===== config.mk =====
export PLATFORM = sky130hd
export DESIGN_NAME = block_uart_tx
export DESIGN_NICKNAME = d
export VERILOG_FILES = /design/src/rtl/block_uart_tx.sv
export SDC_FILE = /design/constraint.sdc
export NUM_CORES = 1
export LEC_CHECK = 0
export CAP_MARGIN = 15
export CORE_MARGIN = 1
export CORE_UTILIZATION = 46
export CTS_CLUSTER_SIZE = 25
export DETAILED_ROUTE_END_ITERATION = 16
export MAX_ROUTING_LAYER = met4
export PLACE_DENSITY = 0.79
export SLEW_MARGIN = 20
export SYNTH_ARGS = -nofsm -noshare
export SYNTH_HDL_FRONTEND = slang
export SYNTH_SLANG_ARGS = --single-unit
export TNS_END_PERCENT = 5

===== constraint.sdc =====
create_clock -name clk -period 2.3 [get_ports clk]
set_input_delay 0.345 -clock clk [delete_from_list [all_inputs] [get_ports clk]]
set_output_delay 0.345 -clock clk [all_outputs]
set_load 0.005 [all_outputs]

===== src/rtl/block_uart_tx.sv =====
// block_uart_tx: sends one accepted 128-bit block as 16 UART frames on txd, byte 0 first.
// Define BLOCK_UART_TX_PARITY_EN to insert an even-parity bit after each byte's data bits.
module block_uart_tx #(
   parameter int CLKS_PER_BIT = 10417,
   parameter int GAP_BITS     = 1
) (
   input  logic         clk,
   input  logic         rst,
   input  logic [127:0] blk_data,
   input  logic         blk_valid,
   output logic         blk_ready,
   output logic         txd,
   output logic         busy,
   output logic [3:0]   byte_idx,
   output logic         done
);

   localparam int GAP_CLKS = (GAP_BITS > 0) ? GAP_BITS * CLKS_PER_BIT : 1;
   localparam int MAX_CNT  = (GAP_CLKS > CLKS_PER_BIT) ? GAP_CLKS : CLKS_PER_BIT;
   localparam int CNT_W    = (MAX_CNT > 1) ? $clog2(MAX_CNT) : 1;
   localparam logic [CNT_W-1:0] BIT_LAST = CNT_W'(CLKS_PER_BIT - 1);
   localparam logic [CNT_W-1:0] GAP_LAST = CNT_W'(GAP_CLKS - 1);

`ifdef BLOCK_UART_TX_PARITY_EN
   typedef enum logic [2:0] {IDLE, START, DATA, PARITY, STOP, GAP} state_t;

   function automatic logic even_parity(input logic [7:0] b);
      return ^b;
   endfunction
`else
   typedef enum logic [2:0] {IDLE, START, DATA, STOP, GAP} state_t;
`endif

   state_t             state, state_n;
   logic [CNT_W-1:0]   baud_cnt, baud_n;
   logic [2:0]         bit_cnt, bit_n;
   logic [127:0]       shift_reg, shift_n;
   logic [3:0]         idx_n;
   logic               busy_n, done_n, txd_n;
   logic [7:0]         cur_byte_n;
   logic               bit_end, gap_end;

   assign blk_ready = (state == IDLE);
   assign bit_end   = (baud_cnt == BIT_LAST);
   assign gap_end   = (baud_cnt == GAP_LAST);

   always_ff @(posedge clk) begin
      if (rst) begin
         state     <= IDLE;
         baud_cnt  <= '0;
         bit_cnt   <= '0;
         shift_reg <= '0;
         byte_idx  <= '0;
         busy      <= 1'b0;
         done      <= 1'b0;
         txd       <= 1'b1;
      end else begin
         state     <= state_n;
         baud_cnt  <= baud_n;
         bit_cnt   <= bit_n;
         shift_reg <= shift_n;
         byte_idx  <= idx_n;
         busy      <= busy_n;
         done      <= done_n;
         txd       <= txd_n;
      end
   end

   // Next-state decode; txd is registered from the state being entered so it lines up with state.
   always_comb begin
      state_n = state;
      baud_n  = baud_cnt + CNT_W'(1);
      bit_n   = bit_cnt;
      shift_n = shift_reg;
      idx_n   = byte_idx;
      busy_n  = busy;
      done_n  = 1'b0;

      case (state)
         IDLE: begin
            baud_n = '0;
            if (blk_valid) begin
               shift_n = blk_data;
               state_n = START;
               busy_n  = 1'b1;
               idx_n   = 4'd0;
               bit_n   = 3'd0;
            end
         end
         START: begin
            if (bit_end) begin
               state_n = DATA;
               baud_n  = '0;
               bit_n   = 3'd0;
            end
         end
         DATA: begin
            if (bit_end) begin
               baud_n = '0;
               if (bit_cnt == 3'd7) begin
`ifdef BLOCK_UART_TX_PARITY_EN
                  state_n = PARITY;
`else
                  state_n = STOP;
`endif
               end else begin
                  bit_n = bit_cnt + 3'd1;
               end
            end
         end
`ifdef BLOCK_UART_TX_PARITY_EN
         PARITY: begin
            if (bit_end) begin
               state_n = STOP;
               baud_n  = '0;
            end
         end
`endif
         STOP: begin
            if (bit_end) begin
               baud_n = '0;
               if (byte_idx == 4'd15) begin
                  state_n = IDLE;
                  done_n  = 1'b1;
                  busy_n  = 1'b0;
                  idx_n   = 4'd0;
               end else if (GAP_BITS > 0) begin
                  state_n = GAP;
               end else begin
                  state_n = START;
                  idx_n   = byte_idx + 4'd1;
                  shift_n = {8'h00, shift_reg[127:8]};
               end
            end
         end
         GAP: begin
            if (gap_end) begin
               state_n = START;
               baud_n  = '0;
               idx_n   = byte_idx + 4'd1;
               shift_n = {8'h00, shift_reg[127:8]};
            end
         end
         default: begin
            state_n = IDLE;
            baud_n  = '0;
         end
      endcase

      cur_byte_n = shift_n[7:0];
      case (state_n)
         START:   txd_n = 1'b0;
         DATA:    txd_n = cur_byte_n[bit_n];
`ifdef BLOCK_UART_TX_PARITY_EN
         PARITY:  txd_n = even_parity(cur_byte_n);
`endif
         default: txd_n = 1'b1;
      endcase
   end

endmodule


==> Word level (Yosys, flattened, before mapping) <==
Cells that the tools add are included.
{ "word_totals": {"reg_bits": 155, "mem_count": 0, "ram_bits": 0, "latch_bits": 0, "wordCells": 68, "output_inout_bits": 8, "rom_bits": 0} }
{ "op_classes": {"bitwise_logic": 3, "n_lt_le_gt_ge": 1, "shifts": 0, "reduce_logical": 10, "multipliers": 0, "div": 0, "mux": 29, "n_eq_ne": 13, "add_sub_neg": 3} }
{ "ops": {"columns": ["op", "count"], "rows": [
  ["$mux 128", 2],
  ["$pmux 128 s2", 1],
  ["$mux 3", 11],
  ["$mux 4", 4],
  ["$pmux 3 s5", 1],
  ["$add 14x1->14 const B", 1],
  ["$eq 14x14->1 const B", 1],
  ["$pmux 4 s3", 1],
  ["$eq 3x2->1 const B", 3],
  ["$pmux 3 s3", 1],
  ["$ne 2x2->1 const B", 4],
  ["$eq 3x1->1 const B", 2],
  ["$eq 3x3->1 const B", 2],
  ["$reduce_or 3->1", 2],
  ["$mux 1", 5],
  ["$reduce_and 5->1", 1],
  ["$add 4x1->4 const B", 1],
  ["$eq 4x4->1 const B", 1],
  ["$lt 3x4->1 const B", 1],
  ["$pmux 1 s2", 2],
  ["$reduce_and 4->1", 1],
  ["$reduce_bool 2->1", 2],
  ["$reduce_or 4->1", 1],
  ["$add 3x1->3 const B", 1],
  ["other kinds (5)", 7]
]} }

==> Longest topological paths before layout <==
{ "logic_depth": {"depth_word": 7, "mapped_depth": 11} }

==> Least setup slack after synthesis <==
No wires, ideal clock.
{ "synth_timing": {"path_kind": "reg-to-reg", "start": "register baud_cnt[0]", "end": "register txd", "t_arrival_ns": 2.096, "path_stages_with_launch": 12, "path_slack_ns": 0.078, "period_less_slack_ns": 2.222, "n_path_buf": 2, "cell_sequence": "dfxtp_1 > inv_1 > ha_1 > and4b_1 > and4_4 > buf_8 > buf_12 > a32o_1 > a221oi_1 > a2111oi_2 > a311oi_1 > a21oi_1"} }
{ "synth_via": {"elab_chain_len": 6, "word_cells_on_any_way": 16, "classes_between": "eq/ne: 3; mux: 13"} }
{ "synth_lines": {"columns": ["item", "line_no", "text"], "rows": [
  ["from (decl)", "35", "logic [CNT_W-1:0] baud_cnt, baud_n;"],
  ["from (signal assigned)", "59", "baud_cnt <= baud_n;"],
  ["$eq 14x14->1 (*)", "44, 45", null],
  ["$mux 3 (tied with other cells)", "98", "if (bit_end) begin"],
  ["$pmux 3 s3 or $pmux 128 s2 (tied branches)", "79", "case (state)"],
  ["$bmux 1 s3", "153", "DATA: txd_n = cur_byte_n[bit_n];"],
  ["$mux 1 (implied by the code)", "153", null],
  ["$pmux 1 s2 (*)", "151", "case (state_n)"],
  ["to (signal assigned)", "65", "txd <= txd_n;"],
  ["to (decl)", "12", "output logic txd,"]
]} }
Every way passes the cells marked *; elsewhere a longest branch is shown, timed or not. The select of a mux whose other input is x is not followed.
A chain may end at the register's enable or synchronous reset.

==> Final worst setup path <==
{ "layout_timing": {"start": "register baud_cnt[1]", "end": "register txd"} }
The elaborated chain is that of the path after synthesis.

==> results_dict.tcl <==
set metrics [dict create \
    status "finished clean" \
    hold_viol 0 \
    cts_tree "done" \
    cp.required_ns 2.65 \
    fillers 1146 \
    startpoint "baud_cnt[1]" \
    drc 0 \
    drive_gt1_share_pct 11.33 \
    firstDrtPassIters 5 \
    ir_drop_mv 0.5022 \
    swShare_pct 22.69 \
    power.share.sequential_pct 45.1 \
    cts.root.buffer_cell "clkbuf_16" \
    max_stage_delay_ns 0.39 \
    stdcell_area_um2 8912 \
    grt_max_degree 94 \
    ctsLongestPathBuffers 2 \
    core_area_um2 13450 \
    rsz0062_at_grt "yes" \
    grt_pass1_wl_um 27450 \
    multi_input_area_um2 3141 \
    path_max_fanout 8 \
    ys_seq_area_share_pct 48.00 \
    synth.avg_cell_area_um2 8.552 \
    grt_usage_pct 24.50 \
    p_comb_share_pct 11.7 \
    power.density_nw_per_um2 725.5 \
    pwr-share-clk_pct 43.2 \
    chipHeight_um 120.6 \
    synth_area_um2 6465 \
    hold_start "rst" \
    synth_ff_type "dfxtp_1" \
    critical-path-slowest-cell "a311o_1" \
    worstSetupEndpoint "txd" \
    endpoint_kind "flop" \
    final_antenna_net_count 0 \
    dp_hpwl_um 11120 \
    wl_per_cell_um 16.15 \
    rows 42 \
    htreeDepth 4 \
    reg2regPathDepth 9 \
    final_max_slew_viol_count 0 \
    critPathKind "flop to flop" \
    async_reset_ff_share_pct 0 \
    gp_congestion 0.8849 \
    yosysWarnings 0 \
    layout_commonest_cell "dfxtp_1" \
    largest_reg_flops 128 \
    synth.top_cell.area_share_pct 48.00 \
    reg2reg_to "txd" \
    die_area_um2 14530 \
    cap_violations 0 \
    viasPerCell 5.584 \
    power.internal_mw 4.999 \
    switching_power_mw 1.467 \
    area_growth_pct 37.86 \
    detail_route.wirelength_um 17520 \
    max_freq_mhz 444.7 \
    r2r_setup_slack_ns 0.05 \
    finish.net_count 1033 \
    period_minus_slack_ns 2.249 \
    crit_chain "inv_1 > ha_1 > and4b_2 > and4_4 > and4_1 > a311o_1 > a2111oi_4 > a311oi_1 > a21oi_1" \
    initial_core_util_pct 48.06 \
    antennaDiodeCount 0 \
    fin_ws_ns 0.05148 \
    tightest_slew_ns 0.9436 \
    drt_iter0_drc 569 \
    final_cell_mix "155 x dfxtp_1, 137 x clkdlybuf4s50_1, 133 x nand2_1" \
    antenna_found_initial 0 \
    p_leak_nw 3.150 \
    start_kind "flop" \
    synth_fp_nets 891 \
    ios 139 \
    vias 6059 \
    max-slew-margin-rel_pct 37.09 \
    period_share_pct 97.76 \
    synth_seq_cells 155 \
    finalClockSkew_ns 0.007659 \
    synth-edff-count 0 \
    p_total_mw 6.466 \
    synth_cells 756 \
    register_area_um2 3103 \
    holdCritPathClass "primary input to flop" \
    yosys-top-cells-area "dfxtp_1 48%, a22oi_1 13%, a21oi_1 11%" \
    clk_latency_ns 0.42 \
    place_ws_ns -0.1959 \
    clkSinkCount 155 \
    grt_overflow 0 \
    synth_cell_type_count 59 \
    cts_buffers 17 \
    synth_top_cell_by_area "dfxtp_1" \
    arrival_ns 2.60 \
    setup_viol 0 \
    place_area_um2 8157 \
    die_w_um 120.6 \
    timing.rr.start "baud_cnt[1]" \
    path_clk_slew_ns 0.06 \
    grt_pass1_vias 5744 \
    numPortBuffers 138 \
]
-- cell type report --
class / count / area share (%)
Clock inverter: 6 / 0.9547
Clock buffer: 24 / 5.742
Multi-Input combinational cell: 531 / 35.24
Timing Repair Buffer: 188 / 20.57
Inverter: 5 / 0.2106
Tap cell: 176 / 2.471
Sequential cell: 155 / 34.82
-- power groups by stage --
stage | clock network (mW) | logic, mW | registers (mW)
5_1_grt | 2.97 | 0.825 | 2.93
3_5_place_dp | 0 | 0.726 | 2.97
6_report | 2.80 | 0.756 | 2.91
2_1_floorplan | 0 | 0.372 | 2.95
4_1_cts | 2.84 | 0.732 | 2.91
3_3_place_gp | 0 | 0.714 | 2.96
-- worst max-delay path: cells and delay by family, from the launching register on --
kind / cells / cell delay, ns
AO/OA/AOI/OAI: 4 / 0.93
adder cells (fa/ha/maj): 1 / 0.19
buffers and inverters: 1 / 0.06
flip-flops: 1 / 0.34
AND/OR/NAND/NOR: 3 / 0.68
-- cells by family after synthesis --
kind of cell	synth area share, %
adder cells (fa/ha/maj)	0.7742
AO/OA/AOI/OAI	27.56
AND/OR/NAND/NOR	16.61
XOR/XNOR	1.626
multiplexers	0.3097
buffers and inverters	5.129
flip-flops	48.00
-- routing by layer --
metal  wire, um  part of all wire (%)  up-vias  GRT usage, %
met5          0                     0        -             -
met1       7932                    45     2834         32.04
met4        261                   1.5        0         9.568
li1           -                     -     3014             -
met3        959                   5.5       27         5.283
met2       8368                    48      184         37.00
-- synthesized netlist by cell type (2+ instances only) --
cell,number
a21oi_1,136
a221oi_1,4
a22oi_1,112
a311oi_1,2
a31oi_1,2
a32o_1,5
and2_1,5
and3_1,3
buf_2,18
buf_4,2
clkbuf_1,42
dfxtp_1,155
ha_1,4
inv_1,5
mux2i_1,2
nand2_1,134
nand3_1,12
nand4_1,7
nor2_1,41
nor2b_1,5
nor3_1,3
nor3_2,2
o21ai_0,5
o31ai_1,2
or3_1,4
xnor2_1,4
xor2_1,8
-- metrics by stage --
stage / hold slack [ns] / util [%] / TNS (ns) / instances
4_1_cts: 0.2054 / 65.30 / 0 / 1082
3_5_place_dp: 0.4462 / 60.63 / -0.1959 / 1050
5_1_grt: 0.2164 / 66.25 / -0.09026 / 1085
2_1_floorplan: 0.4360 / - / 0 / 756
6_report: 0.2183 / 66.25 / 0 / 1085
3_3_place_gp: 0.4419 / 60.63 / -0.05655 / 1050
-- worst min path at each step --
stage	end	slack [ns]	cells past startpoint
6_report	byte_idx[3]	0.22	2
3_3_place_gp	shift_reg[17]	0.44	2
4_1_cts	byte_idx[3]	0.21	2
2_1_floorplan	shift_reg[100]	0.44	2
3_5_place_dp	shift_reg[110]	0.45	2
5_1_grt	byte_idx[3]	0.22	2
-- repair_timing --
| item | 4_1_cts | 5_1_grt |
|---|---|---|
| buffers inserted | 1 | 2 |
| resized for setup | 2 | 14 |
| endpoints found under the setup margin | 1 | 36 |
| pin swaps | 0 | 3 |
| hold buffers | 0 | 0 |
| gates cloned | 1 | 1 |
Power figures use the tool's default switching activity.
